<file path="src/rtl/servo_pkg.sv">
// servo_pkg: shared direction codes, sequencer state encoding and counter sizing
package servo_pkg;

    localparam logic [2:0] DIR_STOP  = 3'b000;
    localparam logic [2:0] DIR_FWD   = 3'b001;
    localparam logic [2:0] DIR_BACK  = 3'b010;
    localparam logic [2:0] DIR_LEFT  = 3'b011;
    localparam logic [2:0] DIR_RIGHT = 3'b100;

    typedef enum logic [1:0] {
        SEQ_IDLE,
        SEQ_LOAD,
        SEQ_RUN,
        SEQ_GAP
    } seq_state_e;

    // ms counter must hold both the longest move and the stop interval
    function automatic int ms_cnt_w(input int dur_w, input int gap_ms);
        return (dur_w > $clog2(gap_ms + 1)) ? dur_w : $clog2(gap_ms + 1);
    endfunction

endpackage

</file>
<file path="src/rtl/cmd_fifo.sv">
// cmd_fifo: synchronous command queue of {dir, ms} entries with flush
module cmd_fifo #(
    parameter int DEPTH = 4,
    parameter int W     = 15
) (
    input  logic                     clk,
    input  logic                     reset_n,
    input  logic                     push,
    input  logic                     pop,
    input  logic                     flush,
    input  logic [W-1:0]             din,
    output logic [W-1:0]             dout,
    output logic                     full,
    output logic                     empty,
    output logic [$clog2(DEPTH):0]   count
);

    localparam int AW = $clog2(DEPTH);
    localparam int CW = AW + 1;

    logic [W-1:0]  mem_q [DEPTH];
    logic [AW-1:0] wr_q;
    logic [AW-1:0] rd_q;
    logic [CW-1:0] cnt_q;
    logic          push_ok;
    logic          pop_ok;

    assign full    = cnt_q == CW'(DEPTH);
    assign empty   = cnt_q == '0;
    assign count   = cnt_q;
    assign dout    = mem_q[rd_q];
    assign push_ok = push && !full;
    assign pop_ok  = pop && !empty;

    // pointers and occupancy; flush wins over any same-cycle push or pop
    always_ff @(posedge clk or negedge reset_n) begin
        if (!reset_n) begin
            wr_q  <= '0;
            rd_q  <= '0;
            cnt_q <= '0;
        end else if (flush) begin
            wr_q  <= '0;
            rd_q  <= '0;
            cnt_q <= '0;
        end else begin
            if (push_ok) wr_q <= wr_q + AW'(1);
            if (pop_ok) rd_q <= rd_q + AW'(1);
            cnt_q <= cnt_q + CW'(push_ok) - CW'(pop_ok);
        end
    end

    // storage needs no reset; only occupied slots are ever read
    always_ff @(posedge clk) begin
        if (push_ok && !flush) mem_q[wr_q] <= din;
    end

endmodule

</file>
<file path="src/rtl/servo_move_sequencer.sv">
// servo_move_sequencer: replays queued timed moves on the servo controller with stop gaps
module servo_move_sequencer
    import servo_pkg::*;
#(
    parameter int CLK_FREQ_HZ = 100_000_000,
    parameter int FIFO_DEPTH  = 4,
    parameter int DUR_W       = 12,
    parameter int GAP_MS      = 20
) (
    input  logic                          clk,
    input  logic                          reset_n,
    input  logic                          cmd_valid,
    output logic                          cmd_ready,
    input  logic [2:0]                    cmd_dir,
    input  logic [DUR_W-1:0]              cmd_ms,
    input  logic                          abort,
    output logic [2:0]                    direction,
    output logic                          use_servo,
    output logic                          busy,
    output logic                          seq_done,
    output logic [$clog2(FIFO_DEPTH):0]   fifo_count
);

    localparam int TPM   = CLK_FREQ_HZ / 1000;
    localparam int PRE_W = ($clog2(TPM) > 0) ? $clog2(TPM) : 1;
    localparam int MS_W  = ms_cnt_w(DUR_W, GAP_MS);
    localparam int ENT_W = 3 + DUR_W;

    seq_state_e       state_q, state_d;
    logic [PRE_W-1:0] pre_q, pre_d;
    logic [MS_W-1:0]  ms_q, ms_d;
    logic [DUR_W-1:0] cur_ms_q, cur_ms_d;
    logic [2:0]       dir_q, dir_d;
    logic             use_servo_q, use_servo_d;
    logic             seq_done_q, seq_done_d;

    logic             push, pop, flush, full, empty;
    logic [2:0]       push_dir;
    logic [ENT_W-1:0] head;
    logic [2:0]       head_dir;
    logic [DUR_W-1:0] head_ms;
    logic             ms_tick, run_end, gap_end;

    assign cmd_ready = !full && !abort;
    assign push      = cmd_valid && cmd_ready;
    assign push_dir  = (cmd_dir > DIR_RIGHT) ? DIR_STOP : cmd_dir;
    assign head_dir  = head[DUR_W +: 3];
    assign head_ms   = head[DUR_W-1:0];
    assign ms_tick   = pre_q == PRE_W'(TPM - 1);
    assign run_end   = ms_tick && (ms_q == MS_W'(cur_ms_q) - MS_W'(1));
    assign gap_end   = ms_tick && (ms_q == MS_W'(GAP_MS - 1));

    cmd_fifo #(
        .DEPTH (FIFO_DEPTH),
        .W     (ENT_W)
    ) u_fifo (
        .clk     (clk),
        .reset_n (reset_n),
        .push    (push),
        .pop     (pop),
        .flush   (flush),
        .din     ({push_dir, cmd_ms}),
        .dout    (head),
        .full    (full),
        .empty   (empty),
        .count   (fifo_count)
    );

    // state, timing counters and registered servo-side outputs
    always_ff @(posedge clk or negedge reset_n) begin
        if (!reset_n) begin
            state_q     <= SEQ_IDLE;
            pre_q       <= '0;
            ms_q        <= '0;
            cur_ms_q    <= '0;
            dir_q       <= DIR_STOP;
            use_servo_q <= 1'b0;
            seq_done_q  <= 1'b0;
        end else begin
            state_q     <= state_d;
            pre_q       <= pre_d;
            ms_q        <= ms_d;
            cur_ms_q    <= cur_ms_d;
            dir_q       <= dir_d;
            use_servo_q <= use_servo_d;
            seq_done_q  <= seq_done_d;
        end
    end

    // sequencing: load head, time the move, time the stop gap; abort overrides all
    always_comb begin
        state_d     = state_q;
        pre_d       = pre_q;
        ms_d        = ms_q;
        cur_ms_d    = cur_ms_q;
        dir_d       = dir_q;
        use_servo_d = 1'b0;
        seq_done_d  = 1'b0;
        pop         = 1'b0;
        flush       = 1'b0;
        if (abort) begin
            flush       = 1'b1;
            state_d     = SEQ_IDLE;
            dir_d       = DIR_STOP;
            use_servo_d = state_q != SEQ_IDLE;
            pre_d       = '0;
            ms_d        = '0;
        end else begin
            case (state_q)
                SEQ_IDLE: begin
                    dir_d   = DIR_STOP;
                    state_d = empty ? SEQ_IDLE : SEQ_LOAD;
                end
                SEQ_LOAD: begin
                    pop      = 1'b1;
                    cur_ms_d = head_ms;
                    pre_d    = '0;
                    ms_d     = '0;
                    if (head_ms != '0) begin
                        dir_d       = head_dir;
                        use_servo_d = 1'b1;
                        state_d     = SEQ_RUN;
                    end else begin
                        state_d = SEQ_GAP;
                    end
                end
                SEQ_RUN: begin
                    pre_d = ms_tick ? '0 : pre_q + PRE_W'(1);
                    ms_d  = ms_tick ? ms_q + MS_W'(1) : ms_q;
                    if (run_end) begin
                        dir_d       = DIR_STOP;
                        use_servo_d = 1'b1;
                        pre_d       = '0;
                        ms_d        = '0;
                        state_d     = SEQ_GAP;
                    end
                end
                SEQ_GAP: begin
                    pre_d = ms_tick ? '0 : pre_q + PRE_W'(1);
                    ms_d  = ms_tick ? ms_q + MS_W'(1) : ms_q;
                    if (gap_end) begin
                        pre_d      = '0;
                        ms_d       = '0;
                        seq_done_d = empty;
                        state_d    = empty ? SEQ_IDLE : SEQ_LOAD;
                    end
                end
                default: state_d = SEQ_IDLE;
            endcase
        end
    end

    assign direction = dir_q;
    assign use_servo = use_servo_q;
    assign seq_done  = seq_done_q;
    assign busy      = (state_q != SEQ_IDLE) || !empty;

endmodule

</file>
<file path="config.mk">
export PLATFORM = sky130hd
export DESIGN_NAME = servo_move_sequencer
export DESIGN_NICKNAME = d
export VERILOG_FILES = /design/src/rtl/servo_pkg.sv /design/src/rtl/cmd_fifo.sv /design/src/rtl/servo_move_sequencer.sv
export SDC_FILE = /design/constraint.sdc
export NUM_CORES = 1
export LEC_CHECK = 0
export ABC_AREA = 1
export CORE_MARGIN = 4
export CORE_UTILIZATION = 63
export CTS_BUF_LIST = sky130_fd_sc_hd__clkbuf_8
export DETAILED_ROUTE_END_ITERATION = 7
export PLACE_DENSITY = 0.94
export SYNTH_ARGS = -nofsm -noshare
export SYNTH_HDL_FRONTEND = slang
export SYNTH_SLANG_ARGS = --single-unit
</file>
<file path="constraint.sdc">
create_clock -name clk -period 2.5 [get_ports clk]
set_input_delay 0.5 -clock clk [delete_from_list [all_inputs] [get_ports clk]]
set_output_delay 0.5 -clock clk [all_outputs]
set_load 0.005 [all_outputs]
</file>
Word-level counts from Yosys, hierarchy flattened --
Memories as Yosys holds them, arrays and structs flattened. Index checks and enable logic that the tools add are counted.
Storage, ports and cells: flip-flop bits (word level) 55, bits in writable memories 60, output and inout port bits 10, word-level logic and storage cells 91, memories kept 1
Memories:
- u_fifo.mem_q | depth 4, bits a word 15, read ports 1, clocked after memory_dff 0, write ports 1, RTL line cmd_fifo.sv:21 | logic [W-1:0] mem_q [DEPTH];
Cells by class: $add $sub $neg 7, magnitude comparators 1, equal/unequal tests 10, multiplexer cells 38, bitwise logic cells 1, reductions and logical operators 23
Operators with widths (number):
- $mux W17 | 4
- $pmux W17 S3 | 1
- $mux W12 | 4
- $pmux W12 S3 | 1
- $add A17 B1 Y17 const B | 1
- $eq A17 B17 Y1 const B | 1
- $mux W3 | 5
- $mux W2 | 7
- $mux W1 | 13
- $add A12 B1 Y12 const B | 1
- $eq A12 B12 Y1 | 1
- $eq A12 B5 Y1 const B | 1
- $reduce_bool A12 Y1 | 1
- $sub A12 B1 Y12 const B | 1
- $ne A3 B3 Y1 const B | 3
- $pmux W3 S3 | 1
- $pmux W2 S4 | 1
- $reduce_bool A4 Y1 | 2
- $logic_and A1 B1 Y1 | 7
- $reduce_bool A2 Y1 | 3
- $add A2 B1 Y2 const B | 2
- $eq A2 B2 Y1 const B | 2
- $logic_not A1 Y1 | 4
- $reduce_and A2 Y1 | 2
- other kinds (11) | 11

Longest topological paths before layout --
Gate-level depths: netlist (run 1).
depth in word-level cells 8, mapped depth 16

By module --
A second synthesis (run 1) with hierarchy kept.
Second synthesis, totals: cell total of the unflattened synthesis 684, area, all modules 6229.7 sq um
Modules (own cells, without submodules):
- servo_move_sequencer | instances 1, cells an instance 474, area each 3261.9 sq um, seq. area each 1201.2 sq um
- cmd_fifo | instances 1, cells an instance 210, area each 2967.8 sq um, seq. area each 1976.9 sq um

Worst setup path after synthesis (run 1) --
OpenSTA, ideal clock, no wires.
path kind register to register, start point reg u_fifo.cnt_q[1] (netlist: u_fifo.count[1]), end point reg u_fifo.cnt_q[2] (netlist: u_fifo.count[2]), setup time 0.123 ns, arrival 2.034 ns, data required time 2.377 ns, setup slack 0.343 ns, stages on the path, launching flop included 10, path buffers 0, cells stage by stage dfrtp_1 > or2_2 > nor2_1 > nor2_1 > ha_1 > inv_1 > ha_1 > fa_1 > o21ai_0 > a21oi_1
Between the ends: cells in the longest elaborated chain, start to end 8
Ends and longest elaborated chain:
- start: declaration | RTL line cmd_fifo.sv:24 | logic [CW-1:0] cnt_q;
- start signal: assignment | RTL line cmd_fifo.sv:48 | cnt_q <= cnt_q + CW'(push_ok) - CW'(pop_ok);
- $eq A3 B3 Y1 | RTL line cmd_fifo.sv:28 | assign full = cnt_q == CW'(DEPTH);
- $logic_not A1 Y1 | RTL line cmd_fifo.sv:32, servo_move_sequencer.sv:44
- $logic_and A1 B1 Y1 | RTL line servo_move_sequencer.sv:44 | assign cmd_ready = !full && !abort;
- $logic_and A1 B1 Y1 | RTL line servo_move_sequencer.sv:45 | assign push = cmd_valid && cmd_ready;
- $logic_and A1 B1 Y1 | RTL line cmd_fifo.sv:32 | assign push_ok = push && !full;
- $add A3 B1 Y3 | RTL line cmd_fifo.sv:48
- $sub A3 B1 Y3 (*) | RTL line cmd_fifo.sv:48
- $mux W3 (*) | RTL line cmd_fifo.sv:41 | end else if (flush) begin
Every way passes the cells marked *; elsewhere a longest branch is shown, timed or not. A chain may end at the register's enable or synchronous reset.

Final worst setup path (run 1) --
start point reg u_fifo.cnt_q[1] (netlist: u_fifo.count[1]), end point out busy
Between the ends: cells in the longest elaborated chain, start to end 3
Ends and longest elaborated chain:
- $logic_not A3 Y1 | RTL line cmd_fifo.sv:29 | assign empty = cnt_q == '0;
- $logic_not A1 Y1 | RTL line servo_move_sequencer.sv:156 | assign busy = (state_q != SEQ_IDLE) || !empty;
- $logic_or A1 B1 Y1 | RTL line servo_move_sequencer.sv:156
- end: declaration | RTL line servo_move_sequencer.sv:19 | output logic busy,
Every way passes these cells.

==> results of run 1 <==
## area by class of cell
type / count / area [sq um] / share of cell area, %
multi-input cells: 500 / 2540 / 35.9
flip-flops and latches: 115 / 3180 / 45.0
clock buffers: 17 / 234 / 3.32
well taps: 129 / 161 / 2.29
repair buffers: 47 / 458 / 6.49
clock inverters: 15 / 178 / 2.52
inverters: 83 / 312 / 4.41
## per-stage QoR
step / instance area, sq um / hold slack, ns / worst slack (ns)
floorplan: 6110 / 0.204 / 0.343
global placement: 6630 / 0.460 / 0.0711
detailed placement: 6630 / 0.465 / 0.00109
CTS: 7050 / 0.107 / 0.0228
global route: 7060 / 0.136 / 0.0110
finish: 7060 / 0.0978 / 0.0656
## timing repair
item	CTS	global route
endpoints found under the setup margin	1	10
gates resized for setup	1	3
hold endpoints to repair	0	0
## metal layers
layer	vias up	GRT usage (%)	routed length (um)
li1	2416	-	-
met1	2415	30.5	5390
met2	220	45.9	7290
met3	43	5.89	915
met4	0	10.5	369
met5	-	0	0
## flip-flops by register name, indices dropped and copies added, names as in the netlist
| register | cells |
|---|---|
| direction | 3 |
| pre_q | 17 |
| u_fifo.mem_q | 60 |
| ms_q | 12 |
| u_fifo.rd_q | 2 |
| cur_ms_q | 12 |
| seq_done | 1 |
| u_fifo.count | 3 |
| use_servo | 1 |
| state_q | 2 |
| u_fifo.wr_q | 2 |
## Yosys cell counts, types with 5 or more instances
cell and instances:
nor2_4 5, buf_2 7, o21ai_0 30, inv_1 80, nand3_1 59, nand2_2 12, clkbuf_1 13, o22ai_1 6
a21oi_1 16, nand2_1 202, ha_1 13, xnor2_1 7, edfxtp_1 60, nor4_1 6, xor2_1 17, nor2_1 80
dfrtp_1 55, nand4_1 8, nor3_1 9
## logic make-up after synthesis
kind of cell / synth area share, %
compound gates: 5.75
xor+xnor: 3.70
fa+ha+maj: 2.99
buf+inv: 6.86
flops: 52.0
mux: 0.164
simple gates: 28.6
## worst max-delay path by stage
stage,from,end,slack (ns),cells after the start
after floorplan,u_fifo.count[1],u_fifo.count[2],0.34,9
after global routing,u_fifo.count[2],busy,0.01,4
after detailed placement,abort,u_fifo.count[2],0.001,10
final,u_fifo.count[1],busy,0.07,4
after global placement,abort,u_fifo.count[2],0.07,10
after CTS,u_fifo.count[1],busy,0.02,4
## power by group
group	leakage (uW)	switching (uW)	total, uW	internal, uW
clock	0.000213	901	1830	931
sequential	0.00129	207	2430	2220
combinational	0.00166	1220	1950	731
==> results.md, run 1 <==
- Outcome: finished clean
- Dpl cells: 874
- Peak supply drop: 0.000563 V
- Largest cells by area after synthesis: edfxtp_1 29%, dfrtp_1 23%, nand2_1 12%
- Terminus of the critical flop-to-flop path: u_fifo.count[2]
- First-pass GRT wire length: 23300 um
- Total CTS buffers: 17
- Asr flop ratio synth: 47.8%
- Area of the core: ~0.0093 sq mm
- Diode count: 0
- Port Buffer Count: 28
- Synthesized Nets: 754
- Non-Filler Instances: 906
- Die X: 107 um
- Reg clk slew, reported paths: 0.08 ns
- Worst Path Buf+Inv: 1
- Clock root cell: clkbuf_8
- H-tree levels: 4
- Drt pass-1 iters: 5
- Number of antenna violations at the first check in global routing: 0
- Endpoint type of the worst setup path: output pin
- Layout cell share with drive strength beyond 1: 11.2%
- Worst-path cell chain: or2_2 > nor2_2 > nand2_1 > clkdlybuf4s50_1
- Die H: 107 um
- Initial Util: 65.5%
- HPWL after DPL: 9560 um
- # IOs: 29
- Placement Rows: 35
- Slowest Stage Delay on Critical Path: between 0.4 and 0.5 ns
- DRT Wirelength: 14000 um
- R2R setup slack: 0.20 ns
- WP data arrival: 1.93 ns
- R2r worst-path depth: 9
- Largest net degree at the start of global routing: 33
- Hold Crit Class: in -> async
- Tot GR Track Use: between 20% and 30%
- Least-Margin Pin Slew: 0.705 ns
- Power after layout: 6210 uW
- Post-synth EDFFs: 60
- Routability cong.: approximately 0.92
- Buffer depth of the longest clock path: 2
- Syn Inst Count: 721
- Yosys cell types: 44
- Tmin final: approximately 2.4 ns
- Lkg Pwr: around 0.0032 uW
- Clk_skew: 0.0124 ns
- CTS tree: built
- Vias post-DR: 5094
- Slew Limit Fails: 0
- Synth top area share: between 20% and 30%
- Reg-to-Reg Start: u_fifo.count[1]
- WL/cell: 15.4 um
- Mapped cell area: 0.00611 sq mm
- Number of global-route vias before repair: 5100
- Fillers: 603
- Die Area: 0.0113 sq mm
- Crit-path max FO: 4
- Setup CP Type: reg -> out
- Iter 0 DRT Violations: 392
- Hold buffers post-CTS: 0
- Final count of hold timing violations: 0
- Top FF cell, synth: edfxtp_1
- Post-synth top area cell: edfxtp_1
- Clk Latency, worst-skew pair: 0.45 ns
- Unrepaired setup endpoints after global routing: no
- Most frequent cells in the layout: 202 x nand2_1, 80 x inv_1, 79 x nor2_1, 60 x edfxtp_1, 58 x nand3_1
- Max-Cap Viols: 0
- YS warnings: 0
- Relative slew slack: between 50% and 60%
- Final net count: 797
- Worst path slowest cell: clkdlybuf4s50_1
- Routed vias/inst: ~5.6
- Grt total ovfl: 0
- Post-Syn Area per Cell: about 8.5 sq um
- Clk sinks: 115
- Final setup viols: 0
- Fmax: roughly 0.41 GHz
- Sequential element share of the synthesized area: between 50% and 60%
- Number of remaining DRC errors: 0
- Setup bufs post-CTS: 0
- Worst path required time: 2.00 ns
- Routed Antenna Nets: 0
- Yosys reg bits: 115
- Delay-heaviest family, CP: simple AND/OR/NAND/NOR gates
- Core Util, Final: 75.7%
- Fin Setup TNS: 0 ns
- Area grow syn2layout: 15.4%
- Pwr dens: around 880 mW/mm^2
- CP Launch Type: flip-flop
- Period utilization: 97.4%
- Commonest non-fill, non-tap cell in the layout: nand2_1
(Power assumes the default switching activity.)
==> run 2, diff against run 1 <==
CORE_UTILIZATION = 61   (was 63)
CTS_BUF_LIST = default   (was sky130_fd_sc_hd__clkbuf_8)
PLACE_DENSITY = 0.91   (was 0.94)
==> run 2 against run 1 <==
Wire length increased by 4.1%. Hold slack improved by 0.40 ns. Flip-flop and latch count unchanged. Sequential share of layout area decreased by 1.2 points. Clock power increased by 25%. Core utilization decreased by 1.6 points. Die area increased by 3.0%. Final area increased by 2.6%. Register-to-register slack got worse by 0.04 ns. Combinational power increased by 3%. Count of clock-buffer cells in the layout unchanged. Clock skew decreased by 0.0055 ns. Largest power group unchanged.
==> results.md, run 2 (synthesis gave the netlist of run 1 again) <==
- Setup CP Type: in -> out
- Lkg Pwr: 0.00324 uW
- Worst path required time: 2.00 ns
- WL/cell: about 16 um
- Fin area: between 0.007 and 0.008 sq mm
- Port Buffer Count: 28
- First-pass GRT wire length: 24200 um
- Cells on Worst Hold Path: 2
- Clk sinks: 115
- H-tree levels: 4
- Routed Antenna Nets: 0
- Period utilization: a little over nine tenths
- Number of remaining DRC errors: 0
- Routability cong.: around 0.9
- Die H: 108 um
- Crit-path max FO: 11
- Terminus of the critical flop-to-flop path: state_q[0]
- Area grow syn2layout: 18.5%
- Slowest Stage Delay on Critical Path: 0.55 ns
- Number of antenna violations at the first check in global routing: 0
- CP Depth: 4
- Clock root cell: clkbuf_8
- Pwr dens: 929 mW/mm^2
- CTS tree: built
- Fmax: between 0.4 and 0.5 GHz
- Slew Limit Fails: 0
- Layout cell share with drive strength beyond 1: between 10% and 20%
- Iter 0 DRT Violations: 417
- Vias post-DR: between 5000 and 6000
- Final count of hold timing violations: 0
- Non-Filler Instances: 911
- Worst path slowest cell: clkdlybuf4s50_1
- CP Launch Type: input port
- Commonest non-fill, non-tap cell in the layout: nand2_1
- Least-Margin Pin Slew: 0.659 ns
- Outcome: finished clean
- Initial Util: 62.5%
- Largest net degree at the start of global routing: 31
- Number of global-route vias before repair: 5277
- Reg-to-Reg Start: cur_ms_q[0]
- Max FFs per register: 60
- Core Util, Final: roughly 74%
- Peak supply drop: 0.000602 V
- Worst-path cell chain: clkdlybuf4s50_1 > buf_4 > a31oi_1 > clkdlybuf4s50_1
- Total CTS buffers: 17
- Routed vias/inst: 5.67
- Final setup viols: 0
- R2R setup slack: 0.16 ns
- CP most frequent cell: clkdlybuf4s50_1
- Final net count: 798
- WP data arrival: around 1.9 ns
- Biggest register: u_fifo.mem_q
- Placement Rows: 36
- Most frequent cells in the layout: 202 x nand2_1, 80 x inv_1, 79 x nor2_1, 60 x edfxtp_1, 58 x nand3_1
- Clk Latency, worst-skew pair: 0.53 ns
- DRT Wirelength: 14500 um
- Buffer depth of the longest clock path: 2
- Area of the core: 0.00977 sq mm
- Placed Instance Area: 0.00664 sq mm
- Power after layout: between 6000 and 7000 uW
- Dpl cells: 876
- # IOs: 29
- Unrepaired setup endpoints after global routing: no
- Hold Crit Class: reg -> reg
- Worst Path Buf+Inv: 3
- Tmin final: between 2 and 2.5 ns
- Endpoint type of the worst setup path: output pin
- Largest registers in the final layout: u_fifo.mem_q: 60 flops, pre_q: 17 flops
- HPWL after DPL: 9550 um
- Relative slew slack: between 50 and 60%
- Diode count: 0
- CP Capture Point: cmd_ready
- R2r worst-path depth: 15
- Max-Cap Viols: 0
- Tot GR Track Use: between 20% and 30%
- Worst Setup SP: abort
- Fin Setup TNS: 0 ns
- Reg clk slew, reported paths: 0.06 ns
- Grt total ovfl: 0
- Die Area: about 0.012 sq mm
- Die X: 108 um
- Clk_skew: a little under 0.007 ns
- Drt pass-1 iters: 5
- Delay-heaviest family, CP: buffers and inverters
==> run 2: cell types whose count changed in the layout (fill, tap and decap cells not counted), moves of 2 or more <==
| cell | delta |
|---|---|
| clkbuf_16 | +16 |
| clkbuf_8 | -16 |
| buf_12 | +2 |
| buf_4 | -2 |
| clkinv_4 | +2 |
| clkinvlp_4 | +2 |
| inv_6 | -2 |
| inv_8 | -2 |
==> run 2: repair_timing <==
item | 4_1_cts | 5_1_grt
setup endpoints to repair | 1 | 15
hold endpoints to repair | 4 | 0
setup buffers | 1 | 1
gates resized for setup | 1 | 3
gates cloned | 0 | 0
hold buffers | 1 | 0
==> run 2: cell type report <==
type	count	area [sq um]
multi-input cells	500	2530
clock inverters	15	144
inverters	83	312
repair buffers	48	493
clock buffers	17	414
flip-flops and latches	115	3180
fillers	628	2530
well taps	133	166
==> run 2: metal layers <==
metal / global-route usage, % / vias to the layer above / share of wire (%)
met1: 29.3 / 2428 / 37
met5: 0 / - / 0
met3: 6.57 / 64 / 6.4
met4: 13.3 / 0 / 3.5
li1: - / 2430 / -
met2: 48.0 / 240 / 53
==> run 2: worst register-to-register path, cell delays in order, from the launching register on <==
cell and delay (ns):
dfrtp_1 0.40, inv_1 0.09, ha_1 0.19, inv_1 0.08, nor2_4 0.15, nand3_2 0.12, nor2_1 0.14, nand2_1 0.10
nand2_1 0.08, nand3_1 0.07, nor2_1 0.15, nand3_2 0.13, nand2_4 0.14, nand2_4 0.16, nand2_1 0.14, nand2_1 0.07
==> run 2: power by group <==
group,switching [uW],internal [uW]
registers,200,2230
logic,1260,751
clock network,949,1340
==> run 2: worst min path at each step <==
stage / startpoint / to
final: direction[1] / direction[1]
after global routing: direction[1] / direction[1]
after CTS: direction[1] / direction[1]
after detailed placement: direction[1] / direction[1]
after global placement: direction[2] / direction[2]
after floorplan: reset_n / cur_ms_q[0]
==> run 2: per-stage QoR <==
| step | setup slack [ns] | hold slack (ns) |
|---|---|---|
| 2_1_floorplan | 0.343 | 0.204 |
| 3_3_place_gp | 0.134 | 0.474 |
| 3_5_place_dp | 0.0439 | 0.458 |
| 4_1_cts | 0.00850 | 0.495 |
| 5_1_grt | 0.0216 | 0.531 |
| 6_report | 0.117 | 0.494 |
